--- src/rtl/cosim_event_pkg.sv ---
// -----------------------------------------------------------------------------
// cosim_event_pkg
// Shared types and width helpers for the cosim event timestamper.
//   cycle_t      : 64-bit unsigned cycle timebase value
//   rec_width()  : packed width of one {lost, mask, cycle} record
//   level_width(): width of an occupancy counter able to hold 0..depth
// The record layout itself is {lost, mask[mask_w-1:0], cycle[63:0]}, MSB
// first. Because the mask width is a parameter of the user module, the user
// declares the packed struct locally in that order.
// -----------------------------------------------------------------------------
package cosim_event_pkg;

   localparam int CYCLE_W = 64;

   typedef logic [CYCLE_W-1:0] cycle_t;

   function automatic int rec_width(input int mask_w);
      return 1 + mask_w + CYCLE_W;
   endfunction

   function automatic int level_width(input int depth);
      return $clog2(depth) + 1;
   endfunction

endpackage

--- src/rtl/cosim_event_timestamper_if.sv ---
// -----------------------------------------------------------------------------
// cosim_event_timestamper_if
// Record stream from the timestamper to the cosim host endpoint.
//   out_valid : record available           (master -> slave)
//   out_ready : consumer accepts record    (slave  -> master)
//   out_lost  : records dropped just before this one
//   out_mask  : captured event bits
//   out_cycle : cycle count at capture
// Handshake: a record transfers on a clock edge where out_valid && out_ready.
// While out_valid is high and out_ready low, all out_* hold steady, and
// out_valid only falls after a transfer (or on reset).
// -----------------------------------------------------------------------------
interface cosim_event_timestamper_if
   import cosim_event_pkg::*;
#(
   parameter int NUM_EVENTS = 4
);

   logic                  out_valid;
   logic                  out_ready;
   logic                  out_lost;
   logic [NUM_EVENTS-1:0] out_mask;
   cycle_t                out_cycle;

   modport master (
      output out_valid,
      input  out_ready,
      output out_lost,
      output out_mask,
      output out_cycle
   );

   modport slave (
      input  out_valid,
      output out_ready,
      input  out_lost,
      input  out_mask,
      input  out_cycle
   );

endinterface

--- src/rtl/cosim_event_fifo.sv ---
// -----------------------------------------------------------------------------
// cosim_event_fifo
// Generic synchronous FIFO with register-array storage.
//   clk, rst_n : clock, asynchronous active-low reset
//   push       : write push_data (accepted when not full, or when full and a
//                pop happens in the same cycle)
//   pop        : remove head entry (ignored when empty)
//   head_data  : oldest entry, reads 0 when empty
//   full/empty : occupancy flags
//   level      : number of stored entries, 0..DEPTH
// Pointers wrap modulo DEPTH (power of two); occupancy comes from a separate
// counter so full and empty are unambiguous without a pointer extra bit.
// -----------------------------------------------------------------------------
module cosim_event_fifo
   import cosim_event_pkg::*;
#(
   parameter int WIDTH = 8,
   parameter int DEPTH = 16
) (
   input  logic                          clk,
   input  logic                          rst_n,
   input  logic                          push,
   input  logic [WIDTH-1:0]              push_data,
   input  logic                          pop,
   output logic [WIDTH-1:0]              head_data,
   output logic                          full,
   output logic                          empty,
   output logic [level_width(DEPTH)-1:0] level
);

   localparam int AW = $clog2(DEPTH);
   localparam int LW = level_width(DEPTH);

   logic [WIDTH-1:0] mem_q [DEPTH];
   logic [AW-1:0]    wptr_q, wptr_d;
   logic [AW-1:0]    rptr_q, rptr_d;
   logic [LW-1:0]    level_q, level_d;
   logic             do_push, do_pop;

   assign full    = (level_q == LW'(DEPTH));
   assign empty   = (level_q == '0);
   assign do_pop  = pop && !empty;
   // A full FIFO can take a new entry when the head leaves in the same cycle.
   assign do_push = push && (!full || do_pop);

   always_comb begin
      wptr_d  = wptr_q;
      rptr_d  = rptr_q;
      level_d = level_q;
      if (do_push) wptr_d = wptr_q + AW'(1);
      if (do_pop)  rptr_d = rptr_q + AW'(1);
      case ({do_push, do_pop})
         2'b10:   level_d = level_q + LW'(1);
         2'b01:   level_d = level_q - LW'(1);
         default: level_d = level_q;
      endcase
   end

   always_ff @(posedge clk or negedge rst_n) begin
      if (!rst_n) begin
         wptr_q  <= '0;
         rptr_q  <= '0;
         level_q <= '0;
      end else begin
         wptr_q  <= wptr_d;
         rptr_q  <= rptr_d;
         level_q <= level_d;
      end
   end

   // Storage needs no reset: nothing is visible until level says so.
   always_ff @(posedge clk) begin
      if (do_push) mem_q[wptr_q] <= push_data;
   end

   assign head_data = empty ? '0 : mem_q[rptr_q];
   assign level     = level_q;

endmodule

--- src/rtl/cosim_event_timestamper.sv ---
// -----------------------------------------------------------------------------
// cosim_event_timestamper
// Samples the 64-bit cycle count whenever any enabled event line fires and
// queues {lost, mask, cycle} records for the cosim host.
//   clk, rst_n   : core clock, asynchronous active-low reset
//   cycle_count  : free-running cycle count, same clock domain
//   capture_en   : events ignored while low
//   event_i      : per-cycle event strobes
//   out_s        : record stream (valid/ready), see the interface file
//   drop_count   : saturating count of records dropped on a full FIFO
//   drop_clr     : synchronous clear of drop_count and the pending-lost flag
//   fill_level   : current FIFO occupancy
// out_s must be instantiated with the same NUM_EVENTS as this module.
// Outputs come only from registers, so event_i has no combinational path out.
// -----------------------------------------------------------------------------
module cosim_event_timestamper
   import cosim_event_pkg::*;
#(
   parameter int NUM_EVENTS = 4,
   parameter int DEPTH      = 16,
   parameter int DROP_W     = 16
) (
   input  logic                          clk,
   input  logic                          rst_n,
   input  cycle_t                        cycle_count,
   input  logic                          capture_en,
   input  logic [NUM_EVENTS-1:0]         event_i,
   cosim_event_timestamper_if.master     out_s,
   output logic [DROP_W-1:0]             drop_count,
   input  logic                          drop_clr,
   output logic [level_width(DEPTH)-1:0] fill_level
);

   typedef struct packed {
      logic                  lost;
      logic [NUM_EVENTS-1:0] mask;
      cycle_t                cycle;
   } rec_t;

   rec_t              push_rec, head_rec;
   logic              cap, pop, push_ok, drop;
   logic              full, empty;
   logic              pending_lost_q, pending_lost_d;
   logic [DROP_W-1:0] drop_count_q, drop_count_d;

   assign cap     = capture_en && (event_i != '0);
   assign pop     = out_s.out_valid && out_s.out_ready;
   assign push_ok = cap && (!full || pop);
   assign drop    = cap && !push_ok;

   assign push_rec.lost  = pending_lost_q;
   assign push_rec.mask  = event_i;
   assign push_rec.cycle = cycle_count;

   // Drop and accepted push are mutually exclusive within a cycle, so the
   // priority between them only matters against drop_clr, which wins.
   always_comb begin
      pending_lost_d = pending_lost_q;
      drop_count_d   = drop_count_q;
      if (drop_clr) begin
         pending_lost_d = 1'b0;
         drop_count_d   = '0;
      end else if (drop) begin
         pending_lost_d = 1'b1;
         if (drop_count_q != '1) drop_count_d = drop_count_q + DROP_W'(1);
      end else if (push_ok) begin
         pending_lost_d = 1'b0;
      end
   end

   always_ff @(posedge clk or negedge rst_n) begin
      if (!rst_n) begin
         pending_lost_q <= 1'b0;
         drop_count_q   <= '0;
      end else begin
         pending_lost_q <= pending_lost_d;
         drop_count_q   <= drop_count_d;
      end
   end

   cosim_event_fifo #(
      .WIDTH ($bits(rec_t)),
      .DEPTH (DEPTH)
   ) u_fifo (
      .clk       (clk),
      .rst_n     (rst_n),
      .push      (push_ok),
      .push_data (push_rec),
      .pop       (pop),
      .head_data (head_rec),
      .full      (full),
      .empty     (empty),
      .level     (fill_level)
   );

   // Head data is zero when empty, so the record fields read 0 after reset.
   assign out_s.out_valid = !empty;
   assign out_s.out_lost  = head_rec.lost;
   assign out_s.out_mask  = head_rec.mask;
   assign out_s.out_cycle = head_rec.cycle;
   assign drop_count      = drop_count_q;

endmodule

--- src/flat_wrapper.sv ---
// flat-port wrapper written by rule: the top's interface ports become plain ports
module cosim_event_timestamper_flat import cosim_event_pkg::*;
#(
   parameter int NUM_EVENTS = 4,
   parameter int DEPTH      = 16,
   parameter int DROP_W     = 16
)
  (clk, rst_n, cycle_count, capture_en, event_i, drop_count, drop_clr, fill_level, out_s_out_valid, out_s_out_ready, out_s_out_lost, out_s_out_mask, out_s_out_cycle);
  cosim_event_timestamper_if #(.NUM_EVENTS(NUM_EVENTS)) out_s_i ();
  input  logic clk;
  input  logic rst_n;
  input  cycle_t cycle_count;
  input  logic capture_en;
  input  logic [NUM_EVENTS-1:0] event_i;
  output logic [DROP_W-1:0] drop_count;
  input  logic drop_clr;
  output logic [level_width(DEPTH)-1:0] fill_level;
  output wire logic [$bits(out_s_i.out_valid)-1:0] out_s_out_valid;
  input wire logic [$bits(out_s_i.out_ready)-1:0] out_s_out_ready;
  output wire logic [$bits(out_s_i.out_lost)-1:0] out_s_out_lost;
  output wire logic [$bits(out_s_i.out_mask)-1:0] out_s_out_mask;
  output wire logic [$bits(out_s_i.out_cycle)-1:0] out_s_out_cycle;
  assign out_s_out_valid = out_s_i.out_valid;
  assign out_s_i.out_ready = out_s_out_ready;
  assign out_s_out_lost = out_s_i.out_lost;
  assign out_s_out_mask = out_s_i.out_mask;
  assign out_s_out_cycle = out_s_i.out_cycle;
  cosim_event_timestamper #(.NUM_EVENTS(NUM_EVENTS), .DEPTH(DEPTH), .DROP_W(DROP_W)) u_core (.clk(clk), .rst_n(rst_n), .cycle_count(cycle_count), .capture_en(capture_en), .event_i(event_i), .out_s(out_s_i), .drop_count(drop_count), .drop_clr(drop_clr), .fill_level(fill_level));
endmodule
--- config.mk ---
export PLATFORM = sky130hd
export DESIGN_NAME = cosim_event_timestamper_flat
export DESIGN_NICKNAME = d
export VERILOG_FILES = /design/src/rtl/cosim_event_pkg.sv /design/src/rtl/cosim_event_timestamper_if.sv /design/src/rtl/cosim_event_fifo.sv /design/src/rtl/cosim_event_timestamper.sv /design/src/flat_wrapper.sv
export SDC_FILE = /design/constraint.sdc
export NUM_CORES = 1
export LEC_CHECK = 0
export ABC_AREA = 1
export BUFFER_PORTS_ARGS = -buffer_cell sky130_fd_sc_hd__buf_4
export CORE_MARGIN = 4
export CORE_UTILIZATION = 30
export DETAILED_ROUTE_END_ITERATION = 7
export GPL_ROUTABILITY_DRIVEN = 0
export SYNTH_ARGS = -nofsm -noshare
export SYNTH_HDL_FRONTEND = slang
export SYNTH_HIERARCHICAL = 1
export SYNTH_SLANG_ARGS = --single-unit
--- constraint.sdc ---
create_clock -name clk -period 7.2 [get_ports clk]
set_input_delay 0.72 -clock clk [delete_from_list [all_inputs] [get_ports clk]]
set_output_delay 0.72 -clock clk [all_outputs]
set_load 0.005 [all_outputs]
# Yosys cells after proc, flatten, opt, wreduce, memory -nomap -nowiden
# Memory sizes are Yosys's and may differ from the RTL's.
# Index checks and enable logic that the tools add are counted.
[totals] reg_bits=30 latchBits=0 ramBits=1104 mem_bits_ro=0 inputBits=73 output_inout_bits=91 elab_cells=43 memories=1
[memory_table] memory="u_core.u_fifo.mem_q" words=16 width=69 read_ports=1 rd_clocked_by_memory_dff=0 wr=1 line_no="cosim_event_fifo.sv:34" text="logic [WIDTH-1:0] mem_q [DEPTH];"
[classes] n_addsub=5 mul=0 div_mod_pow=0 n_lt_le_gt_ge=0 eq_ne=4 n_shift=0 mux=10 bitwise=0 reduce_logical=18
[op_table] op="$mux W69" count=1
[op_table] op="$mux W16" count=3
[op_table] op="$add A16 B1 Y16 const B" count=1
[op_table] op="$ne A16 B16 Y1 const B" count=1
[op_table] op="$pmux W5 S2" count=1
[op_table] op="$add A4 B1 Y4 const B" count=2
[op_table] op="$logic_and A1 B1 Y1" count=6
[op_table] op="$reduce_bool A2 Y1" count=3
[op_table] op="$add A5 B1 Y5 const B" count=1
[op_table] op="$eq A5 B5 Y1 const B" count=1
[op_table] op="$logic_not A5 Y1" count=1
[op_table] op="$mux W1" count=5
[op_table] op="$sub A5 B1 Y5 const B" count=1
[op_table] op="$reduce_bool A4 Y1" count=1
[op_table] op="$logic_not A1 Y1" count=3
[op_table] op="$reduce_bool A3 Y1" count=1
[op_table] op="$eq A2 B1 Y1 const B" count=1
[op_table] op="$eq A2 B2 Y1 const B" count=1
[op_table] op="$logic_or A1 B1 Y1" count=2
[op_table] op="$reduce_and A2 Y1" count=1

# Depth between registers and ports, before layout
# Gate-level depths: netlist of the first run.
[logic_depth] word_depth=9 ltp_mapped=18

# Hierarchy
# Netlist of the first run, hierarchy kept.
[modules_own_cells] mod="cosim_event_fifo" instances=1 cells_per_inst=3665 area_each_um2=44861.8 seq_area_each_um2=33477.1
[modules_own_cells] mod="cosim_event_timestamper" instances=1 cells_per_inst=155 area_each_um2=1072.3 seq_area_each_um2=425.4

# Worst setup path after synthesis of the first run
# OpenSTA, ideal clock, no wires.
[synth_timing] kind="reg2reg" start="register u_core.u_fifo.level_q[1], in the netlist u_core/u_fifo/level[1]" end="memory u_core/u_fifo/mem_q[11][0] (netlist name) (enable)" arrival_time_ps=4734 path_slack_ps=1969 path_stages_with_launch=12 n_path_buf=1 period_less_slack_ps=5231 path_cell_list="dfrtp_1 > nor2_1 > nand3_1 > inv_2 > clkbuf_1 > o21ai_0 > inv_1 > nor2_1 > o21ai_0 > inv_1 > nand2_1 > nor2_1"
[synth_via] elab_chain_cells=8 word_cells_on_any_way=12 cone_classes="1 x eq/ne; 2 x mux; 9 x reduce/logical"
[synth_rtl] item="from (decl)" line_no="cosim_event_fifo.sv:37" text="logic [LW-1:0] level_q, level_d;"
[synth_rtl] item="from (signal assigned)" line_no="cosim_event_fifo.sv:67" text="level_q <= level_d;"
[synth_rtl] item="$logic_not A5 Y1" line_no="cosim_event_fifo.sv:41" text="assign empty = (level_q == '0);"
[synth_rtl] item="net u_core.empty" line_no="cosim_event_timestamper.sv:42" text="logic full, empty;"
[synth_rtl] item="$logic_not A1 Y1" line_no="cosim_event_timestamper.sv:97" text="assign out_s.out_valid = !empty;"
[synth_rtl] item="$logic_and A1 B1 Y1" line_no="cosim_event_timestamper.sv:47" text="assign pop = out_s.out_valid && out_s.out_ready;"
[synth_rtl] item="$logic_or A1 B1 Y1" line_no="cosim_event_timestamper.sv:48" text="assign push_ok = cap && (!full || pop);"
[synth_rtl] item="$logic_and A1 B1 Y1" line_no="cosim_event_timestamper.sv:48"
[synth_rtl] item="net u_core.push_ok" line_no="cosim_event_timestamper.sv:41" text="logic cap, pop, push_ok, drop;"
[synth_rtl] item="$logic_and A1 B1 Y1" line_no="cosim_event_fifo.sv:44" text="assign do_push = push && (!full || do_pop);"
[synth_rtl] item="$mux W1" line_no="cosim_event_fifo.sv:73" text="if (do_push) mem_q[wptr_q] <= push_data;"
[synth_rtl] item="$mux W1 (not written as such)" line_no="cosim_event_fifo.sv:73"
[synth_rtl] item="to (decl)" line_no="cosim_event_fifo.sv:34"
# The timed path passes the listed nets, and every way through them passes these cells.

# Final worst setup path of the first run
[layout_timing] start="register u_core.u_fifo.rptr_q[0]" end="output port out_s_out_cycle[50]"
[layout_via] elab_chain_cells=2
[layout_rtl] item="from (decl)" line_no="cosim_event_fifo.sv:36" text="logic [AW-1:0] rptr_q, rptr_d;"
[layout_rtl] item="from (signal assigned)" line_no="cosim_event_fifo.sv:66" text="rptr_q <= rptr_d;"
[layout_rtl] item="$mem_v2 Z16 W69"
[layout_rtl] item="$mux W69" line_no="cosim_event_fifo.sv:76" text="assign head_data = empty ? '0 : mem_q[rptr_q];"
[layout_rtl] item="to (decl)" line_no="flat_wrapper.sv:22" text="output wire logic [$bits(out_s_i.out_cycle)-1:0] out_s_out_cycle;"
# Every way passes these cells.

==> out/results.txt, run 1 <==
CTS tree = done
Count of final setup violators = 0
Die Width = 399 µm
HP Start = drop_clr
Clock-pin slew of the registers on the worst-case setup and hold paths = 60 ps
Clk pwr share = 27.6%
Post-synth EDFFs = 1104
Fin area = 52700 µm²
Hold Crit Class = primary input to register
Core Rows = 143
XOR/XNOR Fraction of Synth Area = 0.305%
DR WL/cell = 20.6 µm
Initial Util = 30.2%
Fmax = 197 MHz
Final worst path period share = 70.5%
Met1 Usage GRT = 20.5%
Status = complete, no violations
Sw Ratio = 36.6%
Slew Limit Fails = 0
Simple-gate share of the synthesized area = 15.9%
Slew headroom = 25.8%
Final #Nets = 3995
Sequential power share = 38.7%
Detail Route Antenna Nets = 0
Reg2Reg Depth = 11
Max Fanout on Critical Path = 141
Chip height = 399 µm
Clk sinks = 1134
Combinational Power Share = 33.8%
First DRT Iteration DRCs = 2562
Synth Area per Inst = 12.0 µm²
Mux share of post-synthesis cell area = 0%
Global route hottest layer = met2
Final Core Density = 34.7%
YS warnings = 6
Vias = 29000
Setup crit end kind = output pin
Crit path time final = 5080 ps
Synthesis-stage register bit count = 1134
Detailed placer's ending HPWL = 59.2 mm
Area Growth Syn to Fin = 14.8%
RR Startpoint = u_core/u_fifo/level[1]
Post-synthesis cell type count = 29
Startpoint Class = register
DRT Pass-1 Iters = 7
Pin slew with the least headroom to its limit = 1110 ps
Num CTS Buffers = 117
WHS Endpoint = u_core/pending_lost_q
First-pass GRT wire length = 183 mm
DRC errors left = 0
Vias in the first global route = 27800
Fraction of layout cells with a size suffix above 1 = 9.90%
Sw power = 7.77 mW
Final Hold Vio Count = 0
Post-synthesis adder-cell area fraction = 0.289%
Pin count of the biggest net entering global routing = 201
Complex-gate fraction of the synthesized area = 6.46%
Synthesized area = 45900 µm²
Largest family of logic cells by synthesized area = simple AND/OR/NAND/NOR gates
Synth area leader = edfxtp_1
Setup Fix Bufs, Post-CTS = 0
Port buffer count = 163
Most common cell in the netlist = edfxtp_1
Clock root buffer = clkbuf_16
Hold Path Depth = 2
Vias per cell = 4.81
Leakage power = 17.8 nW
CTS max path bufs = 3
Unrepaired setup endpoints after global routing = no
Crit path DAT = 4360 ps
I/O pin count = 164
Total core area = 152000 µm²
Reg2reg end = u_core/u_fifo/mem_q[5][37]
GRT Overall Usage = 15.2%
Yosys top cell area share = 72.2%
Peak supply drop = 348 µV
Total power = 21.2 mW
Clock skew = 45.9 ps
Worst EP required = 6480 ps
Sequential fraction of the synthesis area = 73.8%
Final TNS setup = 0 ps
Worst reg2reg setup slack = 2770 ps
Main synth FF type = edfxtp_1
Syn_nets = 3903
Synth cell count leaders = edfxtp_1, nor2_1, o21ai_0
Post-DP Area = 49000 µm²
CTS H-tree depth = 3
Total routed wirelength = 124 mm
Cells after synthesis = 3820
Worst skew pair latency = 740 ps
GR Layer Usage met2 = 24.9%
GR Overflow Total = 0
Initial antenna violation count = 10
Async SR Flop Fraction = 2.65%
Max-cap violations = 0
Pwr per Cell Area = 402 nW/µm²
Internal power = 13.4 mW
Grt met3 use = 3.07%
WS Path Type = register to output pin
DIE AREA = 159000 µm²
Synth top area cells = edfxtp_1, nor2_1, o21ai_0
logic make-up (layout without fill, tap and decap cells):
group / Yosys count / count (layout)
simple gates: 1801 / 1801
flops: 1134 / 1134
compound gates: 581 / 581
buf+inv: 278 / 460
xor+xnor: 16 / 16
fa+ha+maj: 10 / 10
other cells: 0 / 8
state kept, by name, summed over array words and instances, names as in the netlist:
signal and count:
u_core/pending_lost_q 1, u_core/u_fifo/mem_q 1104, u_core/u_fifo/rptr_q 4, u_core/drop_count 16
u_core/u_fifo/level 5, u_core/u_fifo/wptr_q 4
layout make-up:
cell class	count	area (µm²)
multi-input combinational	2408	10700
timing repair buffer	211	1690
sequential	1134	33900
tap	2030	2540
inverter	40	180
antenna	8	20.0
clock inverter	68	687
fill	14800	99400
clock buffer	141	3020
worst max-delay path, stage by stage (launching register included):
cell      delay [ps]
dfrtp_4          820
inv_8            710
buf_4            800
nand2_1          110
nand2_1           90
nand2_1           50
o211ai_1         110
nand3_1           80
a21oi_1          510
buf_4            220
timing repair:
action                                 4_1_cts  5_1_grt
endpoints found under the hold margin       30        0
resized for setup                            0        0
hold buffers                                 1        0
worst max-delay path by stage:
stage	start	end	depth (start not counted)
detailed placement	u_core/u_fifo/level[1]	u_core/u_fifo/mem_q[5][37]	11
finish	u_core/u_fifo/rptr_q[0]	out_s_out_cycle[50]	9
CTS	u_core/u_fifo/rptr_q[0]	out_s_out_cycle[5]	7
global placement	u_core/u_fifo/level[1]	u_core/u_fifo/mem_q[5][36]	11
global route	u_core/u_fifo/rptr_q[0]	out_s_out_cycle[50]	9
floorplan	u_core/u_fifo/level[1]	u_core/u_fifo/mem_q[11][0]	11
per-layer routing:
layer | vias to the layer above | share of wire, %
met5 | - | 0.027
met4 | 4 | 2.6
met3 | 168 | 6.4
met2 | 829 | 48
met1 | 14400 | 43
li1 | 13700 | -
power groups by stage:
| stage | Sequential [mW] | Clock (mW) | Combinational (mW) |
|---|---|---|---|
| after CTS | 8.20 | 5.99 | 7.30 |
| final | 8.20 | 5.84 | 7.16 |
| after detailed placement | 8.34 | 0 | 7.27 |
| after floorplan | 8.16 | 0 | 4.68 |
| after global placement | 8.33 | 0 | 7.21 |
| after global routing | 8.25 | 6.26 | 8.01 |
per-stage QoR:
stage / std cells / hold WS, ps / setup WS (ps)
5_1_grt: 6037 / 162 / 1850
2_1_floorplan: 3820 / 424 / 1970
3_3_place_gp: 5822 / 511 / 2860
4_1_cts: 6032 / 128 / 2080
6_report: 6040 / 200 / 2120
3_5_place_dp: 5822 / 527 / 2830
cell usage in the layout (no fill, tap or decap), types with 2 or more instances in the layout:
cell type   count
buf_12          8
clkbuf_16     117
bufinv_16       9
clkinvlp_4      2
nor2_1        947
o21ai_0       474
buf_4         202
nand2_2         2
clkinv_16       5
nor2_4         16
clkinv_2       18
o21ai_1         9
diode_2         8
edfxtp_1     1104
inv_4           2
ha_1            9
nand2_1       413
xor2_1         15
dfrtp_1        26
inv_1          33
o211ai_1       21
nor2_2          3
nor3_1          2
nand3_1       408
clkbuf_1       24
a21oi_1        75
dfrtp_4         4
nand4_1         8
clkinv_8        2
o21bai_1        2
clkinv_1       32
(Power assumes the default switching activity.)
==> inputs of run 2 (changes only) <==
- clock period: 7.2 -> 5.2 ns (I/O delays scaled with it)
==> out/results.txt, run 2 (synthesis results as in run 1) <==
Initial antenna violation count = 8
Initial Util = 30.2%
Unrepaired setup endpoints after global routing = no
GR Overflow Total = 0
CTS tree = done
Pin count of the biggest net entering global routing = 141
Status = complete, no violations
Detailed placer's ending HPWL = 64.4 mm
Total power = 29.7 mW
Filler cell count = 14800
Worst skew pair latency = 740 ps
Slew headroom = 29.0%
Setup crit end kind = output pin
Final TNS setup = 0 ps
Crit path DAT = 3890 ps
Fraction of layout cells with a size suffix above 1 = 10.6%
Slew Limit Fails = 0
Storage cell area = 33900 µm²
Final worst path period share = 84.8%
First DRT Iteration DRCs = 2136
Combinational Power Share = 34.2%
Hold Crit Class = primary input to register
Area Growth Syn to Fin = 15.4%
Max-cap violations = 0
Sw Ratio = 36.4%
Num CTS Buffers = 119
Chip height = 399 µm
Count of final setup violators = 0
Fmax = 227 MHz
GRT Overall Usage = 14.9%
Most frequent cells in the layout = edfxtp_1, nor2_1, o21ai_0
DRT Pass-1 Iters = 7
Number of flip-flops in the largest register = 1104
Crit path time final = 4410 ps
Core Rows = 143
Total routed wirelength = 121 mm
Max Fanout on Critical Path = 140
Startpoint Class = register
Pin slew with the least headroom to its limit = 1060 ps
Clock root buffer = clkbuf_16
Clock-pin slew of the registers on the worst-case setup and hold paths = 60 ps
WS Path Type = register to output pin
Die Width = 399 µm
Final Hold Vio Count = 0
CTS max path bufs = 3
Clk sinks = 1134
Port buffer count = 163
Clk pwr share = 28.0%
Worst EP required = 4680 ps
Most flop-heavy register = u_core/u_fifo/mem_q
Total core area = 152000 µm²
Sequential power share = 37.8%
DR WL/cell = 20.0 µm
First-pass GRT wire length = 181 mm
Multi-input logic area = 10700 µm²
Most common cell after layout, fill and taps aside = edfxtp_1
CTS H-tree depth = 3
Detail Route Antenna Nets = 0
Internal power = 18.9 mW
Leakage power = 17.9 nW
I/O pin count = 164
Vias = 29200
Clock skew = 49.9 ps
Pwr per Cell Area = 561 nW/µm²
Final #Nets = 4010
Vias per cell = 4.81
DIE AREA = 159000 µm²
Sw power = 10.8 mW
DRC errors left = 0
Peak supply drop = 685 µV
Vias in the first global route = 28300
## run 2: cell type report
type,count,share of cell area (%)
well taps,2030,4.79
repair buffers,224,3.47
flip-flops and latches,1134,64.0
diodes,5,0.0236
inverters,40,0.340
multi-input cells,2408,20.1
clock inverters,77,1.30
clock buffers,147,5.94
## run 2: worst max-delay path, cell delays in order, from the launching register on
cell and delay [ps]:
dfrtp_4 720, inv_8 600, buf_4 500, nand2_1 90, nand2_1 70, nand2_1 50
nand3_1 120, nand3_1 100, a21oi_1 450, buf_4 200
## run 2: layer usage
metal  wire (µm)  part of all wire, %  global-route usage [%]  vias to the layer above
li1            -                    -                       -                    13700
met1       52800                   44                    20.0                    14500
met2       58700                   48                    24.7                      795
met3        7050                  5.8                    2.96                      159
met4        2550                  2.1                    3.85                        2
met5          13                0.011                       0                        -
## run 2: repair_timing
item                                   in CTS  in global routing
resized for setup                           0                  0
buffers inserted                            0                  0
endpoints found under the hold margin      31                  0
hold buffers                                2                  0
## run 2: worst paths after layout
| path | startpoint | end | slack (ps) | cells after the start |
|---|---|---|---|---|
| setup reg to reg | u_core/u_fifo/level[1] | u_core/u_fifo/mem_q[8][56] | 1030 | 11 |
| max in group asynchronous | rst_n | u_core/u_fifo/rptr_q[3] | 4560 | 2 |
| min in group asynchronous | rst_n | u_core/drop_count[1] | 270 | 2 |
| hold reg to reg | u_core/u_fifo/level[4] | u_core/u_fifo/level[4] | 540 | 2 |
| hold / removal | cycle_count[46] | u_core/u_fifo/mem_q[10][46] | 90 | 1 |
| setup / recovery | u_core/u_fifo/rptr_q[0] | out_s_out_cycle[6] | 790 | 9 |
## run 2: metrics by stage
stage / instance area, µm² / instances / setup WS (ps) / hold WS [ps] / util (%)
finish: 53000 / 6065 / 793 / 92.4 / 34.8
global route: 53000 / 6063 / 586 / 51.2 / 34.8
CTS: 53000 / 6060 / 728 / 30.1 / 34.8
detailed placement: 49100 / 5834 / 1100 / 507 / 32.3
global placement: 49100 / 5834 / 1030 / 500 / 32.3
floorplan: 45900 / 3820 / -31.0 / 224 / -
## run 2: power groups by stage
stage | clock, mW | sequential (mW) | combinational (mW)
CTS | 8.52 | 11.2 | 10.4
global placement | 0 | 11.4 | 10.2
floorplan | 0 | 11.3 | 6.49
global route | 8.92 | 11.3 | 11.3
detailed placement | 0 | 11.4 | 10.3
finish | 8.31 | 11.2 | 10.2
